### src/rtl/matmul_job_ctrl.sv
// -----------------------------------------------------------------------------
// matmul_job_ctrl
//
// Job sequencer for the matmul core and its x, y and z BRAMs. One job:
//   1. accept MATRIX_WORDS x words, then MATRIX_WORDS y words (valid/ready),
//      writing each accepted word straight into the matching BRAM write port;
//   2. pulse mm_start for one cycle and wait for mm_done;
//   3. read z out of the z BRAM (1-cycle read latency) through a 2-entry
//      output buffer and present it on a valid/ready result stream.
//
// Ports
//   clock, reset          : single clock; synchronous active-high reset
//   in_data/valid/ready   : operand stream (x words, then y words, row-major)
//   x_din/x_wr_addr/x_wr_en, y_din/y_wr_addr/y_wr_en : BRAM write ports
//   mm_start (pulse), mm_done (level)                : matmul core control
//   z_addr, z_dout        : z BRAM read port, data valid 1 cycle after address
//   out_data/valid/ready  : result stream
//   busy                  : low only when idle (LOAD_X with no word taken)
//   job_done              : 1-cycle pulse when the last z word is accepted
// -----------------------------------------------------------------------------
module matmul_job_ctrl #(
  parameter int DATA_WIDTH  = 32,
  parameter int ADDR_WIDTH  = 12,
  parameter int VECTOR_SIZE = 64
) (
  input  logic                  clock,
  input  logic                  reset,
  input  logic [DATA_WIDTH-1:0] in_data,
  input  logic                  in_valid,
  output logic                  in_ready,
  output logic [DATA_WIDTH-1:0] x_din,
  output logic [ADDR_WIDTH-1:0] x_wr_addr,
  output logic                  x_wr_en,
  output logic [DATA_WIDTH-1:0] y_din,
  output logic [ADDR_WIDTH-1:0] y_wr_addr,
  output logic                  y_wr_en,
  output logic                  mm_start,
  input  logic                  mm_done,
  output logic [ADDR_WIDTH-1:0] z_addr,
  input  logic [DATA_WIDTH-1:0] z_dout,
  output logic [DATA_WIDTH-1:0] out_data,
  output logic                  out_valid,
  input  logic                  out_ready,
  output logic                  busy,
  output logic                  job_done
);

  localparam int MATRIX_WORDS = VECTOR_SIZE * VECTOR_SIZE;
  // The read counter must be able to hold MATRIX_WORDS itself ("all issued").
  localparam int CNT_W = ADDR_WIDTH + 1;
  localparam logic [ADDR_WIDTH-1:0] LAST_ADDR = ADDR_WIDTH'(MATRIX_WORDS - 1);
  localparam logic [CNT_W-1:0]      WORDS_CNT = CNT_W'(MATRIX_WORDS);

  if (MATRIX_WORDS > (2 ** ADDR_WIDTH)) begin : g_size_check
    $error("matmul_job_ctrl: VECTOR_SIZE*VECTOR_SIZE does not fit in ADDR_WIDTH");
  end

  typedef enum logic [2:0] {
    S_LOAD_X,
    S_LOAD_Y,
    S_RUN,
    S_WAIT,
    S_DRAIN
  } state_e;

  state_e                state_q, state_d;
  logic [ADDR_WIDTH-1:0] wcnt_q, wcnt_d;       // operand words taken in this phase
  logic [CNT_W-1:0]      rcnt_q, rcnt_d;       // z reads issued
  logic [ADDR_WIDTH-1:0] ocnt_q, ocnt_d;       // result words accepted downstream
  logic                  armed_q, armed_d;     // first WAIT cycle already spent
  logic                  inflight_q, inflight_d;
  logic [1:0]            occ_q, occ_d;         // output buffer occupancy 0..2
  logic                  rd_ptr_q, rd_ptr_d;
  logic                  wr_ptr_q, wr_ptr_d;
  logic [DATA_WIDTH-1:0] obuf_q [2];
  logic [DATA_WIDTH-1:0] obuf_d [2];

  logic       pop;
  logic       issue;
  logic [2:0] fill;

  // ---------------------------------------------------------------------------
  // Outputs, decoded from registered state
  // ---------------------------------------------------------------------------
  assign in_ready  = (state_q == S_LOAD_X) || (state_q == S_LOAD_Y);

  assign x_wr_en   = (state_q == S_LOAD_X) && in_valid;
  assign x_din     = in_data;
  assign x_wr_addr = wcnt_q;
  assign y_wr_en   = (state_q == S_LOAD_Y) && in_valid;
  assign y_din     = in_data;
  assign y_wr_addr = wcnt_q;

  assign mm_start  = (state_q == S_RUN);

  // Address follows the read counter, so it holds whenever nothing is issued.
  assign z_addr    = rcnt_q[ADDR_WIDTH-1:0];

  assign out_valid = (occ_q != 2'd0);
  assign out_data  = obuf_q[rd_ptr_q];
  assign pop       = out_valid && out_ready;

  assign busy      = !((state_q == S_LOAD_X) && (wcnt_q == '0));
  assign job_done  = pop && (ocnt_q == LAST_ADDR);

  // A read may only be issued if its data is guaranteed a buffer slot when it
  // returns next cycle: words held + word in flight - word leaving now < 2.
  assign fill  = {1'b0, occ_q} + {2'b00, inflight_q};
  assign issue = (state_q == S_DRAIN) && (rcnt_q < WORDS_CNT) &&
                 (fill < (3'd2 + {2'b00, pop}));

  // ---------------------------------------------------------------------------
  // Next-state logic
  // ---------------------------------------------------------------------------
  always_comb begin
    // NOTE: every next-state variable gets its current value first, so no path
    // through the case statement leaves one unassigned and no latch is inferred.
    state_d    = state_q;
    wcnt_d     = wcnt_q;
    rcnt_d     = rcnt_q;
    ocnt_d     = ocnt_q;
    armed_d    = armed_q;
    inflight_d = issue;
    occ_d      = occ_q + {1'b0, inflight_q} - {1'b0, pop};
    rd_ptr_d   = rd_ptr_q;
    wr_ptr_d   = wr_ptr_q;
    obuf_d     = obuf_q;

    if (issue) begin
      rcnt_d = rcnt_q + CNT_W'(1);
    end

    // Read data returning from last cycle's issue lands in the buffer.
    if (inflight_q) begin
      obuf_d[wr_ptr_q] = z_dout;
      wr_ptr_d         = ~wr_ptr_q;
    end

    if (pop) begin
      rd_ptr_d = ~rd_ptr_q;
      ocnt_d   = ocnt_q + ADDR_WIDTH'(1);
    end

    case (state_q)
      S_LOAD_X: begin
        if (in_valid) begin
          if (wcnt_q == LAST_ADDR) begin
            wcnt_d  = '0;
            state_d = S_LOAD_Y;
          end else begin
            wcnt_d = wcnt_q + ADDR_WIDTH'(1);
          end
        end
      end

      S_LOAD_Y: begin
        if (in_valid) begin
          if (wcnt_q == LAST_ADDR) begin
            wcnt_d  = '0;
            state_d = S_RUN;
          end else begin
            wcnt_d = wcnt_q + ADDR_WIDTH'(1);
          end
        end
      end

      S_RUN: begin
        armed_d = 1'b0;
        state_d = S_WAIT;
      end

      // mm_done can still be high from the previous job during the first WAIT
      // cycle, so it is only honoured once armed_q is set.
      S_WAIT: begin
        if (!armed_q) begin
          armed_d = 1'b1;
        end else if (mm_done) begin
          state_d = S_DRAIN;
        end
      end

      S_DRAIN: begin
        if (job_done) begin
          state_d    = S_LOAD_X;
          rcnt_d     = '0;
          ocnt_d     = '0;
          occ_d      = '0;
          inflight_d = 1'b0;
          rd_ptr_d   = 1'b0;
          wr_ptr_d   = 1'b0;
        end
      end

      default: begin
        state_d = S_LOAD_X;
      end
    endcase
  end

  // ---------------------------------------------------------------------------
  // State registers
  // ---------------------------------------------------------------------------
  // NOTE: sequential state uses non-blocking assignments so every flop samples
  // the pre-edge values from the combinational block, whatever the order here.
  always_ff @(posedge clock) begin
    if (reset) begin
      state_q    <= S_LOAD_X;
      wcnt_q     <= '0;
      rcnt_q     <= '0;
      ocnt_q     <= '0;
      armed_q    <= 1'b0;
      inflight_q <= 1'b0;
      occ_q      <= '0;
      rd_ptr_q   <= 1'b0;
      wr_ptr_q   <= 1'b0;
    end else begin
      state_q    <= state_d;
      wcnt_q     <= wcnt_d;
      rcnt_q     <= rcnt_d;
      ocnt_q     <= ocnt_d;
      armed_q    <= armed_d;
      inflight_q <= inflight_d;
      occ_q      <= occ_d;
      rd_ptr_q   <= rd_ptr_d;
      wr_ptr_q   <= wr_ptr_d;
    end
  end

  // NOTE: the buffer storage is deliberately not reset; occ_q gates out_valid,
  // so stale contents are never observable and the data flops stay plain.
  always_ff @(posedge clock) begin
    obuf_q <= obuf_d;
  end

endmodule

### config.mk
export PLATFORM = sky130hd
export DESIGN_NAME = matmul_job_ctrl
export DESIGN_NICKNAME = d
export VERILOG_FILES = /design/src/rtl/matmul_job_ctrl.sv
export SDC_FILE = /design/constraint.sdc
export NUM_CORES = 1
export LEC_CHECK = 0
export BUFFER_PORTS_ARGS = -buffer_cell sky130_fd_sc_hd__buf_2
export CORE_UTILIZATION = 49
export DETAILED_ROUTE_END_ITERATION = 10
export PLACE_DENSITY = 0.76
export SLEW_MARGIN = 20
export SYNTH_ARGS = -nofsm -noshare
export SYNTH_HDL_FRONTEND = slang
export SYNTH_SLANG_ARGS = --single-unit
### constraint.sdc
create_clock -name clock -period 2.76 [get_ports clock]
set_clock_uncertainty 0.15 [all_clocks]
set_input_delay 0.552 -clock clock [delete_from_list [all_inputs] [get_ports clock]]
set_output_delay 0.552 -clock clock [all_outputs]
set_load 0.01 [all_outputs]
Word-level counts from Yosys, hierarchy flattened
Cells that the tools add are included.

cells by class
  add/sub/neg operators = 7
  equality and inequality tests = 13
  shift operators = 0
  bitwise operators = 4
  multiply operators = 0
  divide/modulo/power cells = 0
  mux-type cells = 32
  magnitude comparators = 5
  reduce and logical (&&, ||, !) cells = 17

operators by type and width
  cell                     count
  $mux W32                 4
  $bwmux W64               1
  $mux W12                 4
  $mux W13                 3
  $demux W32 S1            1
  $add A12 B1 Y12 const B  2
  $eq A12 B12 Y1 const B   2
  $mux W3                  7
  $pmux W3 S5              1
  $add A13 B1 Y13 const B  1
  $lt A13 B13 Y1 const B   1
  $logic_not A12 Y1        1
  $ne A2 B2 Y1 const B     5
  $logic_and A1 B1 Y1      8
  $mux W1                  8
  $reduce_and A7 Y1        1
  $eq A3 B2 Y1 const B     2
  $ge A2 B2 Y1 const B     2
  $mux W2                  2
  $ne A2 B1 Y1 const B     2
  $not A1 Y2               2
  $reduce_bool A2 Y1       2
  $add A2 B1 Y3            1
  $add A2 B1 Y3 const A    1
  other kinds (13)         14

word-level totals
  bits in read-only memories = 0
  RAM bits = 0
  logic and storage cells = 89
  memories kept = 0
  register bits = 110
  input port bits = 69
  bits in latches = 0
  output and inout port bits = 139

Logic depth before layout (Yosys ltp)
Gate-level depths: netlist (run 1).

  word-level depth = 8
  gate-level depth with buffers = 8
  depth with buffers taken out = 8

Least setup slack after synthesis (run 1)
OpenSTA, ideal clock, no wires.

  path kind = input port to flip-flop
  start = in out_ready
  end = reg ocnt_q[2]
  library setup time = 0.128 ns
  slack = 0.506 ns
  required time = 2.482 ns
  stages = 6
  data arrival time = 1.976 ns
  buffers on the path = 2
  cells stage by stage = o21ai_1 -> nor4_1 -> a21o_1 -> buf_2 -> buf_1 -> nor2_1

on the way
  longest elaborated chain between the ends = 4
  elaborated cells between the ends (all ways) = 5
  those cells by class = mux (3); reduce/logical (2)

ends and longest elaborated chain
  item                  RTL line  RTL
  from (decl)           43        input logic out_ready,
  $logic_and A1 B1 Y1   101       assign pop = out_valid && out_ready;
  $logic_and A1 B1 Y1   104       assign job_done = pop && (ocnt_q == LAST_ADDR);
  net job_done          45        output logic job_done
  $mux W12              183       if (job_done) begin
  $mux W12              144       case (state_q)
  to (signal assigned)  220       ocnt_q <= ocnt_d;
  to (decl)             69        logic [ADDR_WIDTH-1:0] ocnt_q, ocnt_d;

The timed path passes the listed nets, and every way through them passes these cells.
A chain may end at the register's enable or synchronous reset.

Final worst setup path (run 1)
  start = reg ocnt_q[0]
  end = out job_done

on the way
  longest elaborated chain between the ends = 2

ends and longest elaborated chain
  item                 RTL line
  $eq A12 B12 Y1       104
  $logic_and A1 B1 Y1  104
  to (decl)            45

Every way passes these cells.

==> results of run 1 <==
==> how the worst min path moves through the flow <==
stage / end / cells after the start
after detailed placement: armed_q / 2
final: obuf_q[2] / 1
after global placement: rcnt_q[12] / 2
after global routing: obuf_q[38] / 1
after CTS: obuf_q[38] / 1
after floorplan: rcnt_q[12] / 2
==> metal layers <==
metal	wire [um]	global-route usage (%)
met4	66	5.36
met2	4400	26.6
met5	0	0
met3	664	4.33
met1	4150	22.3
==> state kept, by name, indices dropped and copies added (netlist names), 2 cells and up <==
name       count
occ_q          2
obuf_q        64
ocnt_q        12
state_q        3
x_wr_addr     12
rcnt_q        13
==> placed cells by master (no fill, tap or decap), types with 2 or more instances in the layout <==
cell	n
ha_1	10
inv_1	15
nand2_1	16
xor2_1	8
nor3_1	9
edfxtp_1	64
and2_1	5
inv_6	2
dfxtp_1	46
and3_1	3
a21oi_1	22
buf_2	111
or3_1	6
nor2_1	29
or4_1	9
o21ai_0	8
nor4_1	9
o31ai_1	8
clkbuf_8	9
mux2_2	32
nand3_1	17
buf_4	6
xnor2_1	14
clkinvlp_4	2
nand4_1	11
or2_2	2
a21o_1	2
==> through the flow <==
stage / hold WS (ns) / total power [uW] / area [um^2] / worst slack, ns
6_report: 0.229 / 3040 / 5500 / 0.241
5_1_grt: 0.192 / 3180 / 5500 / 0.0465
4_1_cts: 0.210 / 3090 / 5500 / 0.221
3_5_place_dp: 0.336 / 2100 / 5300 / 0.424
3_3_place_gp: 0.313 / 2090 / 5300 / 0.538
2_1_floorplan: 0.290 / 2080 / 5270 / 0.506
==> cell type report <==
class	count	area share, %
Timing Repair Buffer	117	10.9
Inverter	16	1.09
Tap cell	136	3.09
Clock inverter	7	1.43
Clock buffer	9	2.25
Multi-Input combinational cell	235	29.5
Sequential cell	110	51.7
==> report_power, final <==
part	internal, uW	switching [uW]
combinational	142	160
sequential	1740	18.5
clock	431	550
total	2320	729
==> logic make-up after synthesis <==
family          Yosys count  synth area share (%)
mux                      32                  6.84
buf+inv                 119                  15.2
flops                   110                  54.0
compound gates           46                  5.18
xor+xnor                 22                  3.66
simple gates            125                  12.8
fa+ha+maj                10                  2.38
==> impl_metrics.json, run 1 <==
{
  "cp_data_arrival_time_ns": 1.82,
  "max_stage_delay_ns": 0.45,
  "slowest_stage": "dfxtp_1",
  "ys_seq_area_share_pct": 54.0,
  "drive_above_1_share_pct": 34.6,
  "syn_area_um2": 5270,
  "crit_chain": "ha_1, nand3_1, nor4_1, buf_2",
  "antenna_found_initial": 0,
  "worstSetupEndpoint": "job_done",
  "maxCapViolCount": 0,
  "synth.most_common_cell": "buf_4",
  "drv_slew": 0,
  "cts_resized": 0,
  "root_buffer": "clkbuf_8",
  "min_period_ns": 2.52,
  "cp_max_fo": 4,
  "hold_buffers": 0,
  "power-per-cell-area_nw_per_um2": 554,
  "fin_cells": 630,
  "worstHoldStart": "z_dout[2]",
  "synth_warnings": 0,
  "grt_overflow": 0,
  "vdd_drop_max_mv": 0.385,
  "synth-edff-count": 64,
  "numCtsBuffers": 9,
  "cts_max_path_buffers": 2,
  "final_nets": 568,
  "hpwl_um": 6510,
  "syn_avg_cell_area_um2": 11.4,
  "crit_buf_inv": 1,
  "finalCoreUtilization_pct": 53.0,
  "numPortBuffers": 111,
  "yosys.area.top_type_share_pct": 36.5,
  "drtPass1Iterations": 4,
  "pin_count": 208,
  "worstMarginPinSlew_ns": 0.587,
  "seq_area_um2": 2840,
  "die_w_um": 106,
  "drt_iter0_drc": 111,
  "gp_congestion": 0.836,
  "start_kind": "flip-flop",
  "hp-class": "in2reg",
  "vias": 3333,
  "syn_inst": 464,
  "synth_ff_type": "edfxtp_1",
  "crit_type": "reg2out",
  "insertedDiodeCount": 0,
  "outcome": "completed",
  "dpl.cell_count": 614,
  "post-route-period-util_pct": 91.3,
  "critical_path_required_ns": 2.06,
  "coreArea_um2": 10400,
  "synth_top_cell_by_area": "edfxtp_1",
  "synth_area_leaders": "edfxtp_1 (36%), dfxtp_1 (17%), buf_4 (13%), mux2_2 (6.8%), ha_1 (2.4%)",
  "grt_first_pass_wirelength_um": 15100,
  "postCtsSetupBuffers": 0,
  "final-setup-viol-count": 0,
  "crit_cells": 4,
  "worstSkewPairLatency_ns": 0.36,
  "crit_family": "simple AND/OR/NAND/NOR gates",
  "drc_errors": 0,
  "syn_nets": 543,
  "clock-sinks": 110,
  "fillCellCount": 939,
  "rrSetupSlack_ns": 0.50,
  "fin_tns_setup_ns": 0,
  "grt_use_total_pct": 16.7,
  "area_growth_pct": 4.42,
  "leakagePower_uw": 0.00207,
  "wl_um": 9280,
  "die_h_um": 106,
  "grt_max_degree": 33,
  "async_flop_share_pct": 0,
  "placementRows": 37,
  "dieArea_um2": 11200,
  "ant_nets": 0,
  "reg2regPathDepth": 4,
  "reg2reg_to": "rcnt_q[12]",
  "regToRegStartpoint": "state_q[2]",
  "grt_setup_unrepaired": "no",
  "initial_core_util_pct": 50.8,
  "synthTopCellsByCount": "buf_4 (88), edfxtp_1 (64), dfxtp_1 (46)",
  "cp-end-kind": "output pin",
  "ys_seq_elements": 110,
  "finalHoldViolations": 0,
  "vias_per_cell": 5.29,
  "grt_pass1_vias": 3219,
  "h-tree-depth": 3,
  "startpoint": "ocnt_q[0]",
  "cts_tree": "built",
  "multi_input_area_um2": 1620,
  "clk_pin_slew_ns": 0.11,
  "synth_cell_type_count": 43,
  "max_freq_mhz": 397,
  "wl_per_cell_um": 14.7,
  "slew_headroom_pct": 60.9
}
(Power assumes the default switching activity.)
==> run 2: changes to the inputs <==
--- a/config.mk
+++ b/config.mk
@@ -5,9 +5,11 @@
 export SDC_FILE = /design/constraint.sdc
 export NUM_CORES = 1
 export LEC_CHECK = 0
+export ABC_AREA = 1
 export BUFFER_PORTS_ARGS = -buffer_cell sky130_fd_sc_hd__buf_2
 export CORE_UTILIZATION = 49
 export DETAILED_ROUTE_END_ITERATION = 10
+export MAX_ROUTING_LAYER = met4
 export PLACE_DENSITY = 0.76
 export SLEW_MARGIN = 20
 export SYNTH_ARGS = -nofsm -noshare
==> impl_metrics.json, run 2 <==
{
  "regMostFlops": "obuf_q",
  "syn_inst": 535,
  "ys_seq_elements": 110,
  "cts_tree": "built",
  "start_kind": "flip-flop",
  "synth_top_cell_by_area": "edfxtp_1",
  "ant_nets": 0,
  "slew_headroom_pct": 68.5,
  "hp-class": "in2reg",
  "placementRows": 38,
  "vias": 3528,
  "grt_pass1_vias": 3335,
  "numCtsBuffers": 9,
  "dpl.cell_count": 691,
  "dieArea_um2": 11600,
  "crit_type": "reg2out",
  "synth_cell_type_count": 39,
  "async_flop_share_pct": 0,
  "root_buffer": "clkbuf_8",
  "synth_ff_type": "edfxtp_1",
  "insertedDiodeCount": 0,
  "hold_buffers": 0,
  "largestRegisters": "obuf_q (64), rcnt_q (13)",
  "maxCapViolCount": 0,
  "grt_use_total_pct": 17.2,
  "area_growth_pct": 3.71,
  "cts_max_path_buffers": 2,
  "max_freq_mhz": 424,
  "die_w_um": 108,
  "fin_cells": 707,
  "outcome": "completed",
  "post-route-period-util_pct": 85.4,
  "hpwl_um": 6750,
  "ys_seq_area_share_pct": 52.1,
  "yosys.area.top_type_share_pct": 35.2,
  "synth_area_leaders": "edfxtp_1 (35%), dfxtp_1 (17%), buf_4 (12%), mux2_2 (6.6%), nand2_1 (5.3%)",
  "cp_max_fo": 32,
  "fin_tns_setup_ns": 0,
  "rrSetupSlack_ns": 0.86,
  "cp_data_arrival_time_ns": 1.66,
  "syn_area_um2": 5460,
  "coreArea_um2": 10800,
  "postCtsSetupBuffers": 0,
  "drv_slew": 0,
  "drtPass1Iterations": 4,
  "power-per-cell-area_nw_per_um2": 529,
  "drive_above_1_share_pct": 32.5,
  "vias_per_cell": 4.99,
  "syn_nets": 614,
  "vdd_drop_max_mv": 0.308,
  "numPortBuffers": 111,
  "wl_um": 9610,
  "worstSkewPairLatency_ns": 0.36,
  "antenna_found_initial": 0,
  "synth.most_common_cell": "buf_4",
  "gp_congestion": 0.839,
  "critical_path_required_ns": 2.06,
  "initial_core_util_pct": 50.3,
  "h-tree-depth": 3,
  "die_h_um": 108,
  "final_nets": 641,
  "synthTopCellsByCount": "buf_4 (88), nand2_1 (77), edfxtp_1 (64)",
  "synth_warnings": 0,
  "grt_setup_unrepaired": "no",
  "worstMarginPinSlew_ns": 0.471,
  "syn_avg_cell_area_um2": 10.2,
  "largest_register_ffs": 64,
  "min_period_ns": 2.36,
  "clk_pin_slew_ns": 0.09,
  "drt_iter0_drc": 186,
  "grt_first_pass_wirelength_um": 15100,
  "synth-edff-count": 64,
  "drc_errors": 0,
  "cp-end-kind": "output pin",
  "clock-sinks": 110,
  "final-setup-viol-count": 0,
  "cts_resized": 0,
  "leakagePower_uw": 0.00231,
  "grt_max_degree": 33,
  "finalHoldViolations": 0,
  "pin_count": 208,
  "layout_commonest_cell": "buf_2",
  "wl_per_cell_um": 13.6,
  "grt_overflow": 0,
  "power.total_uw": 2990,
  "mostFrequentLayoutCells": "buf_2 (111), nand2_1 (77), edfxtp_1 (64)",
  "hold_ws_ns": 0.226
}
-- run 2: cell count changes in the layout (fill, tap and decap cells not counted), sizes merged, moves of 5 or more --
cell	change
a21oi	-6
and2	-5
inv	+26
nand2	+66
nor2	+35
nor3	+6
nor4	-7
o31ai	-8
or3	-7
or4	-9
xnor2	-8
-- run 2: layer usage --
layer,share of wire (%),global-route usage [%],up-vias
li1,-,-,1731
met1,44,20.9,1651
met2,48,27.7,123
met3,6.4,3.75,23
met4,1.5,7.05,0
met5,0,-,-
-- run 2: cells by family after synthesis --
group                      synth area share [%]
xor gates and xnor gates                   2.73
AOI/OAI and AO/OA                          3.23
and+or+nand+nor                            16.6
buffers and inverters                      16.5
muxes                                      6.60
DFF                                        52.1
adders and majority gates                  2.29
-- run 2: area by class of cell --
class / count / area [um^2]
inverters: 44 / 165
well taps: 140 / 175
clock buffers: 12 / 135
multi-input cells: 283 / 1720
fillers: 972 / 5180
clock inverters: 4 / 48.8
flip-flops and latches: 110 / 2840
repair buffers: 114 / 578
-- run 2: final timing paths --
| path | start | end | depth (start not counted) |
|---|---|---|---|
| worst max-delay path | rd_ptr_q | out_data[31] | 3 |
| worst min-delay path | z_dout[25] | obuf_q[57] | 1 |
| worst max register to register | inflight_q | rcnt_q[6] | 8 |
| worst min register to register | armed_q | armed_q | 2 |
-- run 2: worst max-delay path, cell delays in order (launching register included) --
cell and delay, ns:
dfxtp_1 0.35, buf_4 0.39, mux2_2 0.40, buf_2 0.14
-- run 2: power by group --
group          total, uW  switching [uW]  internal, uW  leakage (uW)
sequential          1760            17.4          1750      0.000946
clock                930             511           419     0.0000842
combinational        300             158           142       0.00128
total               2990             686          2310       0.00231
-- run 2: stage by stage --
stage | utilization, % | instance area [um^2] | setup WS [ns]
2_1_floorplan | - | 5460 | 0.970
3_3_place_gp | 50.5 | 5480 | 0.789
3_5_place_dp | 50.5 | 5480 | 0.777
4_1_cts | 52.2 | 5660 | 0.362
5_1_grt | 52.2 | 5660 | 0.298
6_report | 52.2 | 5660 | 0.403
==> run 3: changes to the inputs <==
--- a/config.mk
+++ b/config.mk
@@ -6,11 +6,11 @@
 export NUM_CORES = 1
 export LEC_CHECK = 0
 export ABC_AREA = 1
-export BUFFER_PORTS_ARGS = -buffer_cell sky130_fd_sc_hd__buf_2
-export CORE_UTILIZATION = 49
+export BUFFER_PORTS_ARGS = -buffer_cell sky130_fd_sc_hd__clkbuf_2
+export CORE_UTILIZATION = 53
 export DETAILED_ROUTE_END_ITERATION = 10
 export MAX_ROUTING_LAYER = met4
-export PLACE_DENSITY = 0.76
+export PLACE_DENSITY = 0.82
 export SLEW_MARGIN = 20
 export SYNTH_ARGS = -nofsm -noshare
 export SYNTH_HDL_FRONTEND = slang
==> constraint.sdc (replaced) <==
create_clock -name clock -period 2.9 [get_ports clock]
set_clock_uncertainty 0.15 [all_clocks]
set_input_delay 0.58 -clock clock [delete_from_list [all_inputs] [get_ports clock]]
set_output_delay 0.58 -clock clock [all_outputs]
set_load 0.01 [all_outputs]
==> impl_metrics.json, run 3 (synthesized netlist as in run 2, its figures left out) <==
{
  "outcome": "completed",
  "h-tree-depth": 3,
  "area_growth_pct": 3.94,
  "crit_type": "reg2out",
  "largestRegisters": "obuf_q (64), rcnt_q (13)",
  "vias": 3526,
  "fillCellCount": 835,
  "comb_power_share_pct": 9.8,
  "hp-class": "in2reg",
  "grt_setup_unrepaired": "no",
  "post-route-period-util_pct": 82.2,
  "p_int_uw": 2210,
  "gp_congestion": 0.871,
  "drt_iter0_drc": 85,
  "cp_max_fo": 32,
  "worstMarginPinSlew_ns": 0.448,
  "maxCapViolCount": 0,
  "critical_path_required_ns": 2.17,
  "dieArea_um2": 10700,
  "switching_power_uw": 684,
  "coreArea_um2": 9860,
  "regMostFlops": "obuf_q",
  "pin_count": 208,
  "place_ws_ns": 0.853,
  "drc_errors": 0,
  "final-setup-viol-count": 0,
  "ant_nets": 0,
  "wl_um": 9640,
  "numPortBuffers": 111,
  "drive_above_1_share_pct": 33.0,
  "grt_pass1_vias": 3235,
  "hold_buffers": 0,
  "max_freq_mhz": 419,
  "slew_headroom_pct": 70.0,
  "switching_share_pct": 23.6,
  "grt_overflow": 0,
  "clock-sinks": 110,
  "slowest_stage": "mux2_2",
  "vias_per_cell": 5.04,
  "min_period_ns": 2.38,
  "clk_pin_slew_ns": 0.10,
  "numCtsBuffers": 9,
  "wl_per_cell_um": 13.8,
  "worstSkewPairLatency_ns": 0.36,
  "cts_tree": "built",
  "antenna_found_initial": 0,
  "die_w_um": 103,
  "power.total_uw": 2890,
  "fin_tns_setup_ns": 0,
  "largest_register_ffs": 64,
  "start_kind": "flip-flop",
  "crit_family": "buffers and inverters",
  "cp-end-kind": "output pin",
  "cp_data_arrival_time_ns": 1.65,
  "cts_max_path_buffers": 2,
  "grt_max_degree": 33,
  "seq_power_share_pct": 58.0,
  "insertedDiodeCount": 0,
  "crit_buf_inv": 2,
  "grt_first_pass_wirelength_um": 14500,
  "fin_cells": 700,
  "die_h_um": 103,
  "drtPass1Iterations": 4,
  "p_clk_share_pct": 32.2,
  "mostFrequentLayoutCells": "clkbuf_2 (111), nand2_1 (77), edfxtp_1 (64)",
  "vdd_drop_max_mv": 0.241,
  "worst_slack_ns": 0.515,
  "initial_core_util_pct": 55.3,
  "leakagePower_uw": 0.00231,
  "grt_use_total_pct": 18.2,
  "max_stage_delay_ns": 0.40,
  "final_nets": 641,
  "hpwl_um": 7010,
  "postCtsSetupBuffers": 0,
  "power-per-cell-area_nw_per_um2": 510,
  "finalHoldViolations": 0,
  "crit_chain": "buf_4, mux2_2, clkbuf_2",
  "drv_slew": 0,
  "layout_commonest_cell": "clkbuf_2",
  "root_buffer": "clkbuf_8",
  "placementRows": 36,
  "hold_ws_ns": 0.258,
  "cts_resized": 0,
  "dpl.cell_count": 684
}
==> run 3: final timing paths <==
check                           startpoint            to  slack, ns  cells past startpoint
worst min register to register  rcnt_q[12]    rcnt_q[12]       0.35                      2
worst max register to register    occ_q[0]     rcnt_q[6]       1.01                      8
worst min-delay path             z_dout[9]     obuf_q[9]       0.26                      1
worst max-delay path              rd_ptr_q  out_data[29]       0.52                      3
==> run 3: power by group through the flow <==
stage / combinational, uW / sequential (uW) / clock (uW)
floorplan: 282 / 1710 / 0
global placement: 277 / 1710 / 0
detailed placement: 288 / 1710 / 0
CTS: 289 / 1680 / 956
global route: 316 / 1680 / 1010
finish: 284 / 1680 / 932
==> run 3: metrics by stage <==
stage                     utilization, %  cell area (um^2)
after detailed placement            55.4              5470
after global routing                57.5              5670
after CTS                           57.5              5670
after global placement              55.4              5470
after floorplan                        -              5460
final                               57.5              5670
==> run 3: final cells by class <==
cell class / count / area, um^2 / area share, %
Timing Repair Buffer: 114 / 578 / 10.2
Multi-Input combinational cell: 283 / 1720 / 30.2
Sequential cell: 110 / 2840 / 50.1
Clock buffer: 10 / 128 / 2.25
Clock inverter: 6 / 77.6 / 1.37
Inverter: 44 / 165 / 2.91
Tap cell: 133 / 166 / 2.93
==> run 3: worst reg2reg max path, delay by kind of cell (launching register included) <==
kind | cells | cell delay (ns)
fa+ha+maj | 2 | 0.40
buf+inv | 1 | 0.26
simple gates | 5 | 0.59
flops | 1 | 0.37
==> run 3: layer usage <==
metal	GRT usage, %	vias up	routed length (um)
li1	-	1730	-
met1	19.9	1667	3970
met2	31.5	104	4860
met3	5.85	25	649
met4	5.53	0	155
met5	-	-	0
